==> config.mk <==
export PLATFORM = sky130hd
export DESIGN_NAME = c499_key_sequencer
export DESIGN_NICKNAME = d
export VERILOG_FILES = /design/src/rtl/c499_key_sequencer.sv
export SDC_FILE = /design/constraint.sdc
export NUM_CORES = 1
export LEC_CHECK = 0
export BUFFER_PORTS_ARGS = -buffer_cell sky130_fd_sc_hd__buf_2
export CORE_MARGIN = 5
export CORE_UTILIZATION = 45
export DETAILED_ROUTE_END_ITERATION = 8
export PLACE_DENSITY_LB_ADDON = 0.12
export SLEW_MARGIN = 20
export SYNTH_ARGS = -nofsm -noshare
export SYNTH_HDL_FRONTEND = slang
export SYNTH_SLANG_ARGS = --single-unit
==> constraint.sdc <==
create_clock -name clk -period 2.8 [get_ports clk]
set_input_delay 0 -clock clk [delete_from_list [all_inputs] [get_ports clk]]
set_output_delay 0 -clock clk [all_outputs]
set_load 0.02 [all_outputs]
==> src/rtl/c499_key_sequencer.sv <==
// Key provisioning sequencer for the logic-locked c499 datapath.
// Loads the key as byte beats, verifies a trailing XOR checksum, then exposes the key.
module c499_key_sequencer #(
    parameter int unsigned KEY_W   = 104,
    parameter int unsigned CHUNK_W = 8,
    parameter int unsigned TIMEOUT = 255
) (
    input  logic               clk,
    input  logic               rst_n,
    input  logic               start,
    input  logic               zeroize,
    input  logic               chunk_valid,
    input  logic [CHUNK_W-1:0] chunk_data,
    output logic               chunk_ready,
    output logic [KEY_W-1:0]   key_out,
    output logic               key_valid,
    output logic               busy,
    output logic               err,
    output logic [1:0]         err_code
);

    localparam int unsigned N  = KEY_W / CHUNK_W;
    localparam int unsigned BW = $clog2(N + 1);
    localparam int unsigned TW = $clog2(TIMEOUT + 1);

    typedef enum logic [2:0] {
        IDLE,
        LOAD,
        CHECK,
        ARMED,
        ERROR
    } state_t;

    state_t             state, state_nx;
    logic [KEY_W-1:0]   key_q;
    logic [BW-1:0]      bcnt;
    logic [CHUNK_W-1:0] xor_q;
    logic [CHUNK_W-1:0] chk_q;
    logic [TW-1:0]      tcnt;
    logic               xfer;
    logic               last_beat;
    logic               tmo;

    assign xfer      = chunk_valid && (state == LOAD);
    assign last_beat = (bcnt == BW'(N));
    assign tmo       = !xfer && (tcnt == TW'(TIMEOUT - 1));

    // Status outputs decode the state register directly, so none depend on inputs.
    assign chunk_ready = (state == LOAD);
    assign busy        = (state == LOAD) || (state == CHECK);
    assign err         = (state == ERROR);

    always_ff @(posedge clk or negedge rst_n) begin
        if (!rst_n) begin
            state <= IDLE;
        end else begin
            state <= state_nx;
        end
    end

    always_comb begin
        state_nx = state;
        if (zeroize) begin
            state_nx = IDLE;
        end else begin
            case (state)
                IDLE:    if (start) state_nx = LOAD;
                LOAD: begin
                    if (xfer && last_beat) state_nx = CHECK;
                    else if (tmo)          state_nx = ERROR;
                end
                CHECK:   state_nx = (chk_q == xor_q) ? ARMED : ERROR;
                ARMED:   state_nx = ARMED;
                ERROR:   if (start) state_nx = LOAD;
                default: state_nx = IDLE;
            endcase
        end
    end

    always_ff @(posedge clk or negedge rst_n) begin
        if (!rst_n) begin
            key_q    <= '0;
            bcnt     <= '0;
            xor_q    <= '0;
            chk_q    <= '0;
            tcnt     <= '0;
            err_code <= '0;
        end else if (zeroize) begin
            key_q    <= '0;
            bcnt     <= '0;
            xor_q    <= '0;
            chk_q    <= '0;
            tcnt     <= '0;
            err_code <= '0;
        end else begin
            case (state)
                IDLE, ERROR: begin
                    if (start) begin
                        key_q    <= '0;
                        bcnt     <= '0;
                        xor_q    <= '0;
                        chk_q    <= '0;
                        tcnt     <= '0;
                        err_code <= '0;
                    end
                end
                LOAD: begin
                    if (xfer) begin
                        tcnt <= '0;
                        bcnt <= bcnt + 1'b1;
                        if (last_beat) begin
                            chk_q <= chunk_data;
                        end else begin
                            xor_q <= xor_q ^ chunk_data;
                            for (int unsigned k = 0; k < N; k++) begin
                                if (bcnt == BW'(k)) key_q[k*CHUNK_W +: CHUNK_W] <= chunk_data;
                            end
                        end
                    end else if (tmo) begin
                        key_q    <= '0;
                        err_code <= 2'd2;
                    end else begin
                        tcnt <= tcnt + 1'b1;
                    end
                end
                CHECK: begin
                    if (chk_q != xor_q) begin
                        key_q    <= '0;
                        err_code <= 2'd1;
                    end
                end
                default: ;
            endcase
        end
    end

    // Key exposure lags ARMED entry by one registered stage.
    always_ff @(posedge clk or negedge rst_n) begin
        if (!rst_n) begin
            key_valid <= 1'b0;
            key_out   <= '0;
        end else begin
            key_valid <= !zeroize && (state == ARMED);
            key_out   <= (!zeroize && (state == ARMED)) ? key_q : '0;
        end
    end

endmodule

# Word level (Yosys, flattened, before mapping)
# Cells that the tools add are included.
op_classes:
  n_mux: 50
  add_sub_neg: 2
  bitwise: 1
  eq_ne: 44
  reduce_logical: 31
ops:
  columns: ["cell", "count"]
  rows:
  - ["$mux 104", 7]
  - ["$pmux 104 s3", 1]
  - ["$mux 8", 23]
  - ["$reduce_and 6->1", 13]
  - ["$ne 4x3->1 const B", 13]
  - ["$pmux 8 s2", 3]
  - ["$eq 4x4->1 const B", 6]
  - ["$eq 4x3->1 const B", 4]
  - ["$mux 3", 5]
  - ["$mux 4", 3]
  - ["$ne 3x2->1 const B", 4]
  - ["$pmux 3 s4", 1]
  - ["$mux 2", 5]
  - ["$add 8x1->8 const B", 1]
  - ["$eq 4x2->1 const B", 2]
  - ["$eq 8x8->1", 1]
  - ["$eq 8x8->1 const B", 1]
  - ["$ne 4x2->1 const B", 2]
  - ["$ne 4x4->1 const B", 2]
  - ["$ne 8x8->1", 1]
  - ["$pmux 4 s2", 1]
  - ["$reduce_and 4->1", 2]
  - ["$xor 8x8->8", 1]
  - ["$eq 3x2->1 const B", 2]
  - ["other kinds (18)", 24]
totals:
  word_cells: 149
  in_bits: 13
  ff_bits: 242
  output_inout_bits: 110

# Depth between registers and ports, before layout
depth:
  depth_word: 8
  mapped_depth: 9
  depth_no_buf: 7

# Worst setup path before layout
# No wires, ideal clock.
synth_timing:
  kind: "flip-flop to flip-flop"
  start: "reg state[1]"
  end: "reg key_q[56]"
  period_less_slack_ns: 2.550
  path_buffers: 3
  setup_time_ns: 0.125
  slack_ns: 0.250
  path_stages_with_launch: 9
  arrival_time_ns: 2.425
  required_time_ns: 2.675
  cell_sequence: "dfrtp_1 > buf_6 > nor3b_1 > nor2_1 > a2bb2oi_2 > buf_6 > and3_1 > buf_4 > mux2_2"
synth_via:
  elab_chain_len: 6
  word_cells_on_any_way: 18
  cone_classes: "eq/ne: 8; mux: 3; reduce/logical: 7"
synth_lines:
  columns: ["element", "line", "text"]
  rows:
  - ["from (decl)", "34", "state_t state, state_nx;"]
  - ["from (signal assigned)", "57", "state <= state_nx;"]
  - ["$eq 3x1->1 (*)", null, null]
  - ["named net chunk_ready", "14", "output logic chunk_ready,"]
  - ["$logic_and 1x1->1", "44", "assign xfer = chunk_valid && (state == LOAD);"]
  - ["$logic_not 1->1", "46", "assign tmo = !xfer && (tcnt == TW'(TIMEOUT - 1));"]
  - ["$logic_and 1x1->1", "46", null]
  - ["$ne 4x2->1 (no source line)", null, null]
  - ["$reduce_and 6->1 (no source line)", null, null]
  - ["to (signal, indexed assignment)", "116", "if (bcnt == BW'(k)) key_q[k*CHUNK_W +: CHUNK_W] <= chunk_data;"]
  - ["to (decl)", "35", "logic [KEY_W-1:0] key_q;"]
# Mark *: on every way through the listed nets, which the timed path passes. The rest lies on a longest branch.
# A chain may end at the register's enable or synchronous reset.

# Worst setup path in the final report
layout_timing:
  start: "reg tcnt[0]"
  end: "reg key_q[56]"
layout_via:
  elab_chain_len: 4
layout_lines:
  columns: ["element", "line", "text"]
  rows:
  - ["from (decl)", "39", "logic [TW-1:0] tcnt;"]
  - ["from (signal assigned)", "123", "tcnt <= tcnt + 1'b1;"]
  - ["$eq 8x8->1", "46", null]
  - ["$logic_and 1x1->1", "46", null]
  - ["$ne 4x2->1 (no source line)", null, null]
  - ["$reduce_and 6->1 (no source line)", null, null]
# Every way passes these cells.

==> results by stage <==
STA:
- Setup repair after global routing left no endpoint under its margin.
- The final critical-path share of the clock period is 89.7%.
- Timing would allow up to 398 MHz.
- The count of final max-slew check failures is 0.
- The final critical delay including setup and external delays is 2.51 ns.
- Headroom to the max-slew limit came out at 52.8%.
- Setup total negative slack on the finished layout was measured at 0 ns.
- The hold violation count in the final report is 0.
- The slew at the pin closest to its max-slew limit is 0.704 ns.
- The count of endpoints failing setup in the final report is 0.
- Between clock sinks in the finished design, the worst skew comes to 0.0164 ns.
- Across all setup checks in the final design, the least slack found is 0.287 ns.

Floorplan:
- The total die area is 24200 um^2.
- Row generation in the floorplan step produced 53 rows.
- From left edge to right edge, the die measures 156 um.
- The total area inside the core boundary comes to 21000 um^2.
- The initial cell density of the core is 45.6%.
- Measured along the y axis, the die boundary spans 156 um.
- The count of boundary I/O pins is 123.

Placed design:
- The post-detailed-placement half-perimeter wirelength is 13300 um.
- In this run the tool buffered the top-level ports with 122 buffer cells.
- The post-place setup slack is 0.300 ns.
- The routability congestion estimate from global placement is 0.802.

Power and ir drop:
- The maximum vdd ir drop is 412 uV.
- Overall power consumption after layout is estimated at 9010 uW.
- For this design the ratio of total power to cell area is 782 nW/um^2.
- In this run the static leakage power is 0.00607 uW.

Setup path:
- The most numerous cell type found on the critical path is sky130_fd_sc_hd__buf_4.
- STA puts the critical path data arrival time at 2.91 ns.
- The reg-to-reg endpoint is key_q[56].
- The minimum setup slack among reg-to-reg paths is 0.29 ns.
- The maximum single-stage delay on the critical path is 0.44 ns.
- The largest individual stage delay along the critical path comes from the cell sky130_fd_sc_hd__o31ai_1.
- The beginning of the worst register-to-register path is tcnt[0].
- Measured in cells, the most critical reg-to-reg path has a length of 9.
- The worst-path maximum fanout is 10.
- The cell class contributing the biggest share of worst-path delay is compound AO/OA/AOI/OAI gates.
- Walking the worst path, the cells encountered are inv_1, ha_1, nand4_1, o31ai_1, a2bb2oi_2, buf_4, and3_1, buf_4, mux2_2.
- Counting both buffers and inverters, the worst setup path holds a total of 3.
- The endpoint class of the critical path is a flop.
- The critical path launch point type is a flop.
- The critical path in this run is classified as flop to flop.
- The critical path data required time is 3.20 ns.

Clock tree:
- After clock tree synthesis, the clock-pin slew on the worst setup and hold paths is 0.06 ns.
- Clock tree synthesis found a total of 242 sinks.
- At the later pin of the worst-skew pair, clock insertion delay measures 0.51 ns.
- The maximum clock insertion buffer count is 3.
- Clock tree synthesis selected as its root buffer the cell sky130_fd_sc_hd__clkbuf_16.
- Counting the buffers created by CTS gives 25.
- The number of H-tree branching levels is 1.
- The clock tree from TritonCTS is yes.

Yosys:
- The count of cell types in the netlist is 49.
- The combinational family with the most area after synthesis is multiplexers.
- The area share of and/or/nand/nor cells after synthesis is 13.3%.
- The average size of a mapped cell is 13.6 um^2.
- The most frequent cell after synthesis is sky130_fd_sc_hd__dfrtp_1.
- The area share of fa/ha/maj cells after synthesis is 0.786%.
- The post-synthesis cell count is 700.
- In this run, synthesis produced a sequential element count of 242.
- The total of warnings raised by yosys is 0.
- After synthesis the cells add up to 9550 um^2.
- Counting every net in the synthesized netlist gives 719.
- sky130_fd_sc_hd__dfrtp_1 takes more of the synthesized area than any other cell.
- Ranked by instance count, the synthesized netlist is headed by sky130_fd_sc_hd__dfrtp_1, sky130_fd_sc_hd__and2_1, sky130_fd_sc_hd__mux2_2.
- Of the total synthesized cell area, the portion taken by XOR and XNOR cells is 1.56%.
- Yosys attributes the largest share of cell area to sky130_fd_sc_hd__dfrtp_1, sky130_fd_sc_hd__mux2_2, sky130_fd_sc_hd__and2_1, sky130_fd_sc_hd__mux2_4, sky130_fd_sc_hd__clkbuf_1.
- The count of flip-flops with a built-in enable after synthesis is 0.
- For this run, asynchronously set or reset flops after synthesis account for 100%.
- The most used flip-flop cell after synthesis is sky130_fd_sc_hd__dfrtp_1.
- The multiplexer fraction of the synthesized cell area is 13.6%.
- The top-area cell type share of the netlist area is 63.4%.
- The synthesized netlist devotes 4.65% of its cell area to compound gates.
- The portion of the post-synthesis area used by sequential elements is 63.4%.

Routing:
- After detailed routing, the number of remaining DRC violations is 0.
- The wire length per cell after detailed routing is 17.8 um.
- Summing over every cut layer, the via total after detailed routing is 5748.
- The detailed router finished its first iteration with 265 violations.
- The wire length reported by the detailed router is 20200 um.
- The first TritonRoute pass finished after 4 iterations.
- The via density per instance is 5.05.
- The count of antenna-violating nets left after detailed routing is 0.

Global route:
- In the global route stage, overall resource usage came out at 17.0%.
- The sum of overflow across all layers after global routing is 0.
- The pin count of the biggest net entering global routing is 106.
- The number of global-route vias before repair is 6003.
- The initial antenna violation count is 0.
- The first-pass GRT wire length is 33400 um.

Layout:
- The final layout net count is 866.
- Registers take 6060 um^2.
- The antenna diode count is 0.
- The area growth from synthesis to layout is 20.6%.
- Fill cells in the final layout number 1801.
- Cells with a size suffix above 1 make up 36.5% of the layout.
- The area of the multi-input gates is 3250 um^2.

Status:
- The run finished with clean final reports.

Job:
- The max capacitance violation total is 0.

Min path:
- The path category of the worst min-delay check is primary input to async pin.
per-layer routing:
metal / share of wire [%] / track usage [%] / wire [um]
met5: 0 / 0 / 0
met3: 5.1 / 3.05 / 1040
met4: 1.7 / 3.83 / 352
met2: 48 / 27.6 / 9610
met1: 46 / 24.3 / 9220
metrics by stage:
step	util (%)	instances	area, um^2	hold WS, ns
finish	55.0	1139	11500	0.0972
floorplan	-	700	9550	-0.296
detailed placement	50.4	1084	10600	0.0706
CTS	55.0	1139	11500	0.104
global route	55.0	1139	11500	0.165
global placement	50.4	1084	10600	0.0631
layout by cell type, fill, tap and decap left out, types with 8 or more instances in the layout:
cell type	Yosys	layout
sky130_fd_sc_hd__and2_1	104	104
sky130_fd_sc_hd__and3_1	15	15
sky130_fd_sc_hd__buf_2	6	121
sky130_fd_sc_hd__buf_4	2	27
sky130_fd_sc_hd__clkbuf_16	0	25
sky130_fd_sc_hd__clkbuf_8	0	8
sky130_fd_sc_hd__dfrtp_1	242	242
sky130_fd_sc_hd__dlygate4sd3_1	0	11
sky130_fd_sc_hd__inv_1	8	8
sky130_fd_sc_hd__mux2_2	81	81
sky130_fd_sc_hd__mux2_4	24	24
sky130_fd_sc_hd__nand2_1	24	24
sky130_fd_sc_hd__nand3_1	13	13
sky130_fd_sc_hd__nand3b_1	8	8
sky130_fd_sc_hd__nor2_1	20	20
sky130_fd_sc_hd__o211ai_1	9	9
sky130_fd_sc_hd__o21ai_0	21	21
sky130_fd_sc_hd__xnor2_1	8	8
sky130_fd_sc_hd__xor2_1	9	9
final cells by class:
cell class	instances	area share (%)
flip-flops and latches	242	52.6
clock buffers	37	6.52
clock inverters	7	0.814
repair buffers	163	8.62
well taps	275	2.99
multi-input cells	407	28.2
inverters	8	0.261
registers in the layout, indices dropped and copies added, names as in the netlist:
register / cells
chk_q: 8
tcnt: 8
xor_q: 8
key_valid: 1
state: 3
bcnt: 4
key_q: 104
err_code: 2
key_out: 104
kinds of logic after synthesis:
family / Yosys count
AOI/OAI and AO/OA: 61
xor gates and xnor gates: 17
adders and majority gates: 6
buffers and inverters: 51
DFF: 242
muxes: 108
and+or+nand+nor: 215
where the power goes:
part           switching [uW]  leakage (uW)  total (uW)  internal, uW
logic                     936       0.00230        1740           808
registers                 174       0.00336        3940          3760
clock network            1300      0.000411        3330          2030
what timing repair did:
| item | CTS | global route |
|---|---|---|
| hold buffers | 11 | 0 |
| hold endpoints to repair | 107 | 0 |
| buffers inserted | 0 | 0 |
| gates resized for setup | 0 | 0 |
worst max-delay path by stage:
| stage | start | to | slack, ns | cells after the start |
|---|---|---|---|---|
| after floorplan | state[1] | key_q[56] | 0.25 | 8 |
| after global placement | tcnt[0] | key_q[60] | 0.33 | 9 |
| after detailed placement | tcnt[0] | key_q[56] | 0.30 | 9 |
| after CTS | tcnt[0] | key_q[56] | 0.27 | 9 |
| after global routing | tcnt[0] | key_q[56] | 0.11 | 9 |
| final | tcnt[0] | key_q[56] | 0.29 | 9 |
No activity file was read; power rests on OpenSTA's default activity.
